<file path="config.mk">
export PLATFORM = sky130hd
export DESIGN_NAME = nand_flash_responder
export DESIGN_NICKNAME = d
export VERILOG_FILES = /design/src/rtl/nand_pkg.sv /design/src/rtl/nand_strobe_edge.sv /design/src/rtl/nand_flash_responder.sv
export SDC_FILE = /design/constraint.sdc
export NUM_CORES = 1
export LEC_CHECK = 0
export CAP_MARGIN = 15
export CORE_UTILIZATION = 30
export DETAILED_ROUTE_END_ITERATION = 8
export PLACE_DENSITY = 0.43
export REMOVE_ABC_BUFFERS = 1
export SYNTH_ARGS = -nofsm -noshare
export SYNTH_HDL_FRONTEND = slang
export SYNTH_SLANG_ARGS = --single-unit
</file>
<file path="constraint.sdc">
create_clock -name clk10 -period 4.5 [get_ports clk10]
set_clock_uncertainty 0.1 [all_clocks]
set_input_delay 0.45 -clock clk10 [delete_from_list [all_inputs] [get_ports clk10]]
set_output_delay 0.45 -clock clk10 [all_outputs]
set_load 0.02 [all_outputs]
</file>
<file path="src/rtl/nand_pkg.sv">
// nand_pkg
//   Definitions shared by the NAND flash responder, the controller-side
//   command FSM and the bench: opcode constants, the responder state
//   encoding and the bit positions of the status byte.
//   No ports (package).
package nand_pkg;

    // Command opcodes recognised by the responder
    localparam logic [7:0] NAND_CMD_RESET  = 8'hFF;
    localparam logic [7:0] NAND_CMD_READID = 8'h90;
    localparam logic [7:0] NAND_CMD_STATUS = 8'h70;
    localparam logic [7:0] NAND_CMD_READ0  = 8'h00;
    localparam logic [7:0] NAND_CMD_READ1  = 8'h30;

    // Responder states
    typedef enum logic [2:0] {
        ST_IDLE        = 3'd0,
        ST_ADDR_ID     = 3'd1,
        ST_READ_ID     = 3'd2,
        ST_READ_STATUS = 3'd3,
        ST_ADDR_PG     = 3'd4,
        ST_BUSY        = 3'd5,
        ST_READ_PAGE   = 3'd6
    } nand_state_e;

    // Status byte bit positions
    localparam int STAT_WP_BIT   = 7;   // 1 = not write protected
    localparam int STAT_RDY_BIT  = 6;   // device ready
    localparam int STAT_ARDY_BIT = 5;   // array ready (same as RDY here)

    // Build the status byte from the write-protect pin and ready flag
    function automatic logic [7:0] nand_status_byte(input logic wp_n, input logic rdy);
        logic [7:0] s;
        s                = 8'h00;
        s[STAT_WP_BIT]   = wp_n;
        s[STAT_RDY_BIT]  = rdy;
        s[STAT_ARDY_BIT] = rdy;
        return s;
    endfunction

endpackage

</file>
<file path="src/rtl/nand_strobe_edge.sv">
// nand_strobe_edge
//   Registers one active-low strobe every cycle and flags its rising edge
//   (low in the previous cycle, high now). The register resets to 1 so a
//   strobe held high through reset never produces a spurious edge.
// Ports
//   clk_i     in  1  clock
//   rst_i     in  1  asynchronous active-high reset
//   strobe_i  in  1  strobe from the pad
//   rise_o    out 1  combinational rise pulse
module nand_strobe_edge (
    input  logic clk_i,
    input  logic rst_i,
    input  logic strobe_i,
    output logic rise_o
);

    logic strobe_q;

    always_ff @(posedge clk_i or posedge rst_i) begin
        if (rst_i) begin
            strobe_q <= 1'b1;
        end else begin
            strobe_q <= strobe_i;
        end
    end

    assign rise_o = ~strobe_q & strobe_i;

endmodule

</file>
<file path="src/rtl/nand_flash_responder.sv">
// nand_flash_responder
//   Device end of the ndf_* NAND pin interface. Latches command and address
//   bytes on WE_n rising edges, answers reset, read-ID, read-status and page
//   read, and drives R/B_n. Page data is the pattern col[7:0] ^ row[7:0].
//   The pad tristate (ndf_io = ndf_io_oe ? ndf_io_out : 'z) lives in the
//   enclosing pad wrapper.
// Ports
//   clk10       in  1  clock, strobes sampled on rising edge
//   rst         in  1  asynchronous active-high reset
//   ndf_ce_n    in  1  chip enable (active low)
//   ndf_cle     in  1  command latch enable
//   ndf_ale     in  1  address latch enable
//   ndf_we_n    in  1  write strobe
//   ndf_re_n    in  1  read strobe
//   ndf_wp_n    in  1  write protect (status bit 7 only)
//   ndf_io_in   in  8  bus value from the pad
//   ndf_io_out  out 8  bus value to drive
//   ndf_io_oe   out 1  pad output enable
//   ndf_r_b_n   out 1  ready / busy_n
module nand_flash_responder
    import nand_pkg::*;
#(
    parameter logic [39:0] ID_BYTES   = 40'hEC_D3_51_95_58,
    parameter logic [15:0] RESET_BUSY = 16'd50,
    parameter logic [15:0] READ_BUSY  = 16'd250,
    parameter logic [15:0] PAGE_BYTES = 16'd2112
) (
    input  logic       clk10,
    input  logic       rst,
    input  logic       ndf_ce_n,
    input  logic       ndf_cle,
    input  logic       ndf_ale,
    input  logic       ndf_we_n,
    input  logic       ndf_re_n,
    input  logic       ndf_wp_n,
    input  logic [7:0] ndf_io_in,
    output logic [7:0] ndf_io_out,
    output logic       ndf_io_oe,
    output logic       ndf_r_b_n
);

    logic we_edge, re_edge;
    logic we_rise, re_rise;

    nand_strobe_edge u_we_edge (
        .clk_i    (clk10),
        .rst_i    (rst),
        .strobe_i (ndf_we_n),
        .rise_o   (we_edge)
    );

    nand_strobe_edge u_re_edge (
        .clk_i    (clk10),
        .rst_i    (rst),
        .strobe_i (ndf_re_n),
        .rise_o   (re_edge)
    );

    assign we_rise = we_edge & ~ndf_ce_n;
    assign re_rise = re_edge & ~ndf_ce_n;

    nand_state_e state_q, state_d;
    nand_state_e prior_q, prior_d;   // state to resume after READ_STATUS
    nand_state_e ret_q,   ret_d;     // state entered when busy completes
    logic [15:0] cnt_q,   cnt_d;
    logic        rb_q,    rb_d;
    logic [15:0] col_q,   col_d;
    logic [23:0] row_q,   row_d;
    logic [2:0]  acnt_q,  acnt_d;    // saturates at 6 = "more than five"
    logic [2:0]  ptr_q,   ptr_d;

    always_ff @(posedge clk10 or posedge rst) begin
        if (rst) begin
            state_q <= ST_IDLE;
            prior_q <= ST_IDLE;
            ret_q   <= ST_IDLE;
            cnt_q   <= 16'd0;
            rb_q    <= 1'b1;
            col_q   <= 16'd0;
            row_q   <= 24'd0;
            acnt_q  <= 3'd0;
            ptr_q   <= 3'd0;
        end else begin
            state_q <= state_d;
            prior_q <= prior_d;
            ret_q   <= ret_d;
            cnt_q   <= cnt_d;
            rb_q    <= rb_d;
            col_q   <= col_d;
            row_q   <= row_d;
            acnt_q  <= acnt_d;
            ptr_q   <= ptr_d;
        end
    end

    always_comb begin
        state_d = state_q;
        prior_d = prior_q;
        ret_d   = ret_q;
        cnt_d   = cnt_q;
        rb_d    = rb_q;
        col_d   = col_q;
        row_d   = row_q;
        acnt_d  = acnt_q;
        ptr_d   = ptr_q;

        // Busy countdown runs regardless of CE_n and of a status detour.
        // Low for exactly N cycles: N-1 down to 0, released on the next edge.
        if (!rb_q) begin
            if (cnt_q == 16'd0) begin
                rb_d = 1'b1;
                if (state_q == ST_BUSY) state_d = ret_q;
                if (prior_q == ST_BUSY) prior_d = ret_q;
            end else begin
                cnt_d = cnt_q - 16'd1;
            end
        end

        if (we_rise) begin
            if (ndf_cle && !ndf_ale) begin
                if (ndf_io_in == NAND_CMD_RESET) begin
                    state_d = ST_BUSY;
                    ret_d   = ST_IDLE;
                    prior_d = ST_IDLE;
                    cnt_d   = RESET_BUSY - 16'd1;
                    rb_d    = 1'b0;
                    acnt_d  = 3'd0;
                end else if (ndf_io_in == NAND_CMD_STATUS) begin
                    // Repeated 70h keeps the original state to resume
                    if (state_q != ST_READ_STATUS) prior_d = state_d;
                    state_d = ST_READ_STATUS;
                end else if (state_q == ST_BUSY) begin
                    // other commands ignored while busy
                end else if (state_q == ST_READ_STATUS) begin
                    state_d = prior_d;
                end else begin
                    case (ndf_io_in)
                        NAND_CMD_READID: state_d = ST_ADDR_ID;
                        NAND_CMD_READ0: begin
                            state_d = ST_ADDR_PG;
                            acnt_d  = 3'd0;
                        end
                        NAND_CMD_READ1: begin
                            if (state_q == ST_ADDR_PG && acnt_q == 3'd5) begin
                                state_d = ST_BUSY;
                                ret_d   = ST_READ_PAGE;
                                cnt_d   = READ_BUSY - 16'd1;
                                rb_d    = 1'b0;
                            end else begin
                                state_d = ST_IDLE;
                            end
                        end
                        default: state_d = ST_IDLE;
                    endcase
                end
            end else if (ndf_ale && !ndf_cle) begin
                if (state_q == ST_ADDR_ID) begin
                    state_d = ST_READ_ID;
                    ptr_d   = 3'd0;
                end else if (state_q == ST_ADDR_PG) begin
                    case (acnt_q)
                        3'd0:    col_d[7:0]   = ndf_io_in;
                        3'd1:    col_d[15:8]  = ndf_io_in;
                        3'd2:    row_d[7:0]   = ndf_io_in;
                        3'd3:    row_d[15:8]  = ndf_io_in;
                        3'd4:    row_d[23:16] = ndf_io_in;
                        default: ;
                    endcase
                    if (acnt_q != 3'd6) acnt_d = acnt_q + 3'd1;
                end
            end
        end else if (re_rise) begin
            // WE latch has priority: an RE edge in the same cycle is dropped
            if (state_q == ST_READ_ID) begin
                ptr_d = (ptr_q == 3'd4) ? 3'd0 : ptr_q + 3'd1;
            end else if (state_q == ST_READ_PAGE) begin
                col_d = (col_q == PAGE_BYTES - 16'd1) ? 16'd0 : col_q + 16'd1;
            end
        end
    end

    logic [7:0] id_byte;
    always_comb begin
        case (ptr_q)
            3'd0:    id_byte = ID_BYTES[39:32];
            3'd1:    id_byte = ID_BYTES[31:24];
            3'd2:    id_byte = ID_BYTES[23:16];
            3'd3:    id_byte = ID_BYTES[15:8];
            default: id_byte = ID_BYTES[7:0];
        endcase
    end

    logic reading;
    assign reading = (state_q == ST_READ_ID) || (state_q == ST_READ_STATUS) ||
                     (state_q == ST_READ_PAGE);

    always_comb begin
        ndf_io_out = 8'h00;
        case (state_q)
            ST_READ_ID:     ndf_io_out = id_byte;
            ST_READ_STATUS: ndf_io_out = nand_status_byte(ndf_wp_n, rb_q);
            ST_READ_PAGE:   ndf_io_out = col_q[7:0] ^ row_q[7:0];
            default:        ndf_io_out = 8'h00;
        endcase
    end

    assign ndf_io_oe = ~ndf_ce_n & ~ndf_re_n & reading;
    assign ndf_r_b_n = rb_q;

    // Upper row bits are captured for a future array model; the data
    // pattern only uses the low byte.
    logic unused_row_bits;
    assign unused_row_bits = ^row_q[23:8];

endmodule
</file>
==> impl_metrics.toml <==
[yosys]
synth_flop_cell = "sky130_fd_sc_hd__dfrtp_1"
main_combinational_cell_family_by_area_after_synthesis = "simple AND/OR/NAND/NOR gates"
ys_seq_elements = 56
yosys.cell_count.top_type = "sky130_fd_sc_hd__dfrtp_1"
syn-cell-area_mm2 = 0.00373
synth_top_area_cell = "sky130_fd_sc_hd__dfrtp_1"
ys_top_cells_by_count = "sky130_fd_sc_hd__dfrtp_1, sky130_fd_sc_hd__nor2_1, sky130_fd_sc_hd__nand2_1"
netlist.area_leader.share_pct = 35.6
synthDistinctLibCells = 63
synth-warning-count = 0
synth.area.mux_share_pct = 2.65
synth_xor_xnor_area_share_pct = 5.17
synth_sequential_area_ratio_pct = 37.7
simple_gate_fraction_of_synth_area_pct = 25.2
synth_edf_count = 0
post_synth_inst_count = 427
yosys.area_share.adder_pct = 4.37
synth_compound_gate_area_share_pct = 20.4
post_synth_main_area_contributors = "sky130_fd_sc_hd__dfrtp_1, sky130_fd_sc_hd__ha_1, sky130_fd_sc_hd__xnor2_1, sky130_fd_sc_hd__nor2_1, sky130_fd_sc_hd__a21oi_1"
average_instance_area_after_synthesis_um2 = 8.73
synthArstFlopShare_pct = 100

[placed_design]
routabilityCongestion = 0.775
place.port_buffers = 25
place_hpwl_mm = 7.49

[timing]
hold_ws_ns = 0.408
min_period_over_period_pct = 66.0
timing.fmax_ghz = 0.337
timing_hold_violations_final = 0
setup-tns-final_ns = 0
setup_repair_after_global_routing_missed_its_margin = "false"
slew-limit-headroom_pct = 41.6
setup_viol_count_final = 0
worst_pin_slew_ns = 0.868
timing.final.max_slew_violations = 0
fin_crit_ns = 2.97

[power]
power_switching_share_pct = 34.7
combPwrFrac_pct = 31.4
worst_vdd_ir_v = 0.000151
leakagePower_uw = 0.00156
cellPowerDensity_mw_per_mm2 = 353
report.power.total_uw = 1510
netSwitchingPower_uw = 524
power_frac_clock_pct = 26.9
seq_power_share_pct = 41.7
power.internal_uw = 986

[clocking]
cts_buffers = 5
post_cts_resize_count = 0
tritoncts = "built"
clock_latency_on_the_worst_skew_pair_ns = 0.30
numClockSinks = 56
clk_pin_slew_worst_paths_ns = 0.07
cts-hold-fix-buffers = 0
clockRootBuffer = "sky130_fd_sc_hd__clkbuf_16"
ctsLongestPathBuffers = 2
post_cts.repair.setup_buffers = 0
h-tree-depth = 2

[cells_and_area]
syn_to_final_growth_pct = 14.9
fillers = 1226
number_of_nets_in_the_finished_design = 470
insertedDiodeCount = 0
utilization_pct = 35.5
post_route_cells_drive_above_1_share_pct = 6.33

[status]
status = "completed"

[run]
cap_viol_max_count = 0

[route]
route.vias.total = 3244
drc = 0
route.detailed.vias_per_inst = 5.32
route.detailed.wl_per_inst_um = 16.7
drtIter0Drc = 164
detail_route.wirelength_mm = 10.2
drt_pre_antenna_iters = 4
ant_nets = 0

[floorplan]
full_die_area_mm2 = 0.0129
core_region_area_mm2 = 0.0121
die_w_um = 113
fp.dieH_um = 113
floorplan.initialDensity_pct = 30.9
placement_rows = 40
num_io_pins = 26

[global_routing]
first_global_vias = 3162
largest_net_degree_at_the_start_of_global_routing = 32
groute.layer.met1.usage_pct = 22.1
antenna_found_initial = 0
grt_usage_pct = 16.6
most_used_routing_layer_in_global_routing = "met2"
global_route_wire_length_before_repair_mm = 16.7
global_route.usage.met2_pct = 28.8
gr-usage-met3_pct = 2.44
global_route.overflow_total = 0

[setup_path]
cp_max_fo = 5
crit_path_start_kind = "register"
setup.worst_path.end_class = "output port"
worst-setup-path-type = "reg2out"
worst-endpoint-arrival_ns = 2.42
crit_required_ns = 3.95

[min_path]
worstHoldPathType = "reg2reg"
==> cell usage in the layout, fill, tap and decap left out, types with 17 or more instances in the layout <==
master,netlist,layout
sky130_fd_sc_hd__nand2_1,29,29
sky130_fd_sc_hd__nand3_1,21,21
sky130_fd_sc_hd__nor2_1,35,35
sky130_fd_sc_hd__xnor2_1,17,17
sky130_fd_sc_hd__inv_1,18,17
sky130_fd_sc_hd__o21ai_0,21,21
sky130_fd_sc_hd__dfrtp_1,53,53
sky130_fd_sc_hd__clkdlybuf4s50_1,0,25
sky130_fd_sc_hd__a21oi_1,25,25
==> sequential cells by signal (all words and copies together), names as in the netlist <==
signal and count:
acnt_q 3, row_q 8, prior_q 3, col_q 16
state_q 3, u_re_edge.strobe_q 1, cnt_q 16, ptr_q 3
ret_q 1, u_we_edge.strobe_q 1, ndf_r_b_n 1
==> cells by family (layout without fill, tap and decap cells) <==
kind of cell,after synthesis,in the layout
fa+ha+maj,13,13
simple gates,174,174
xor+xnor,22,22
mux,9,9
buf+inv,41,56
flops,56,56
compound gates,112,112
==> final timing paths <==
kind,slack [ns],cells after the start,start,to
min in group asynchronous,0.43,2,rst,cnt_q[11]
min reg2reg,0.41,2,row_q[7],row_q[7]
min,0.41,2,row_q[7],row_q[7]
max in group asynchronous,3.02,3,rst,col_q[4]
max,1.53,6,ptr_q[0],ndf_io_out[3]
max reg2reg,1.68,6,state_q[2],cnt_q[1]
==> power groups by stage <==
stage	clock network (uW)	logic, uW	registers [uW]
2_1_floorplan	0	307	628
3_3_place_gp	0	474	637
3_5_place_dp	0	479	637
4_1_cts	422	481	629
5_1_grt	441	529	639
6_report	407	474	629
==> layout make-up <==
| cell class | instances | area, um^2 | area share (%) |
|---|---|---|---|
| Timing Repair Buffer | 30 | 288 | 6.72 |
| Clock buffer | 7 | 143 | 3.33 |
| Tap cell | 168 | 210 | 4.91 |
| Clock inverter | 1 | 7.51 | 0.175 |
| Multi-Input combinational cell | 330 | 2160 | 50.5 |
| Sequential cell | 56 | 1410 | 32.8 |
| Inverter | 18 | 67.6 | 1.58 |
==> metrics by stage <==
step           cells  setup slack [ns]  cell area, um^2
2_1_floorplan    404              1.88             3630
3_3_place_gp     602              1.33             4130
3_5_place_dp     602              1.31             4130
4_1_cts          610              1.51             4280
5_1_grt          610              1.35             4280
6_report         610              1.53             4280
==> critical path, stage by stage, from the launching register on <==
cell and delay, ns:
sky130_fd_sc_hd__dfrtp_1 0.43, sky130_fd_sc_hd__ha_1 0.22, sky130_fd_sc_hd__ha_1 0.19, sky130_fd_sc_hd__inv_1 0.09
sky130_fd_sc_hd__o21ai_0 0.15, sky130_fd_sc_hd__a221oi_1 0.39, sky130_fd_sc_hd__clkdlybuf4s50_1 0.67
==> layer usage <==
| metal | up-vias | routed length (um) | part of all wire [%] |
|---|---|---|---|
| met5 | - | 0 | 0 |
| met4 | 0 | 72 | 0.71 |
| met3 | 9 | 202 | 2.0 |
| met2 | 45 | 5050 | 50 |
| met1 | 1574 | 4870 | 48 |
| li1 | 1616 | - | - |
Power figures use the tool's default switching activity.
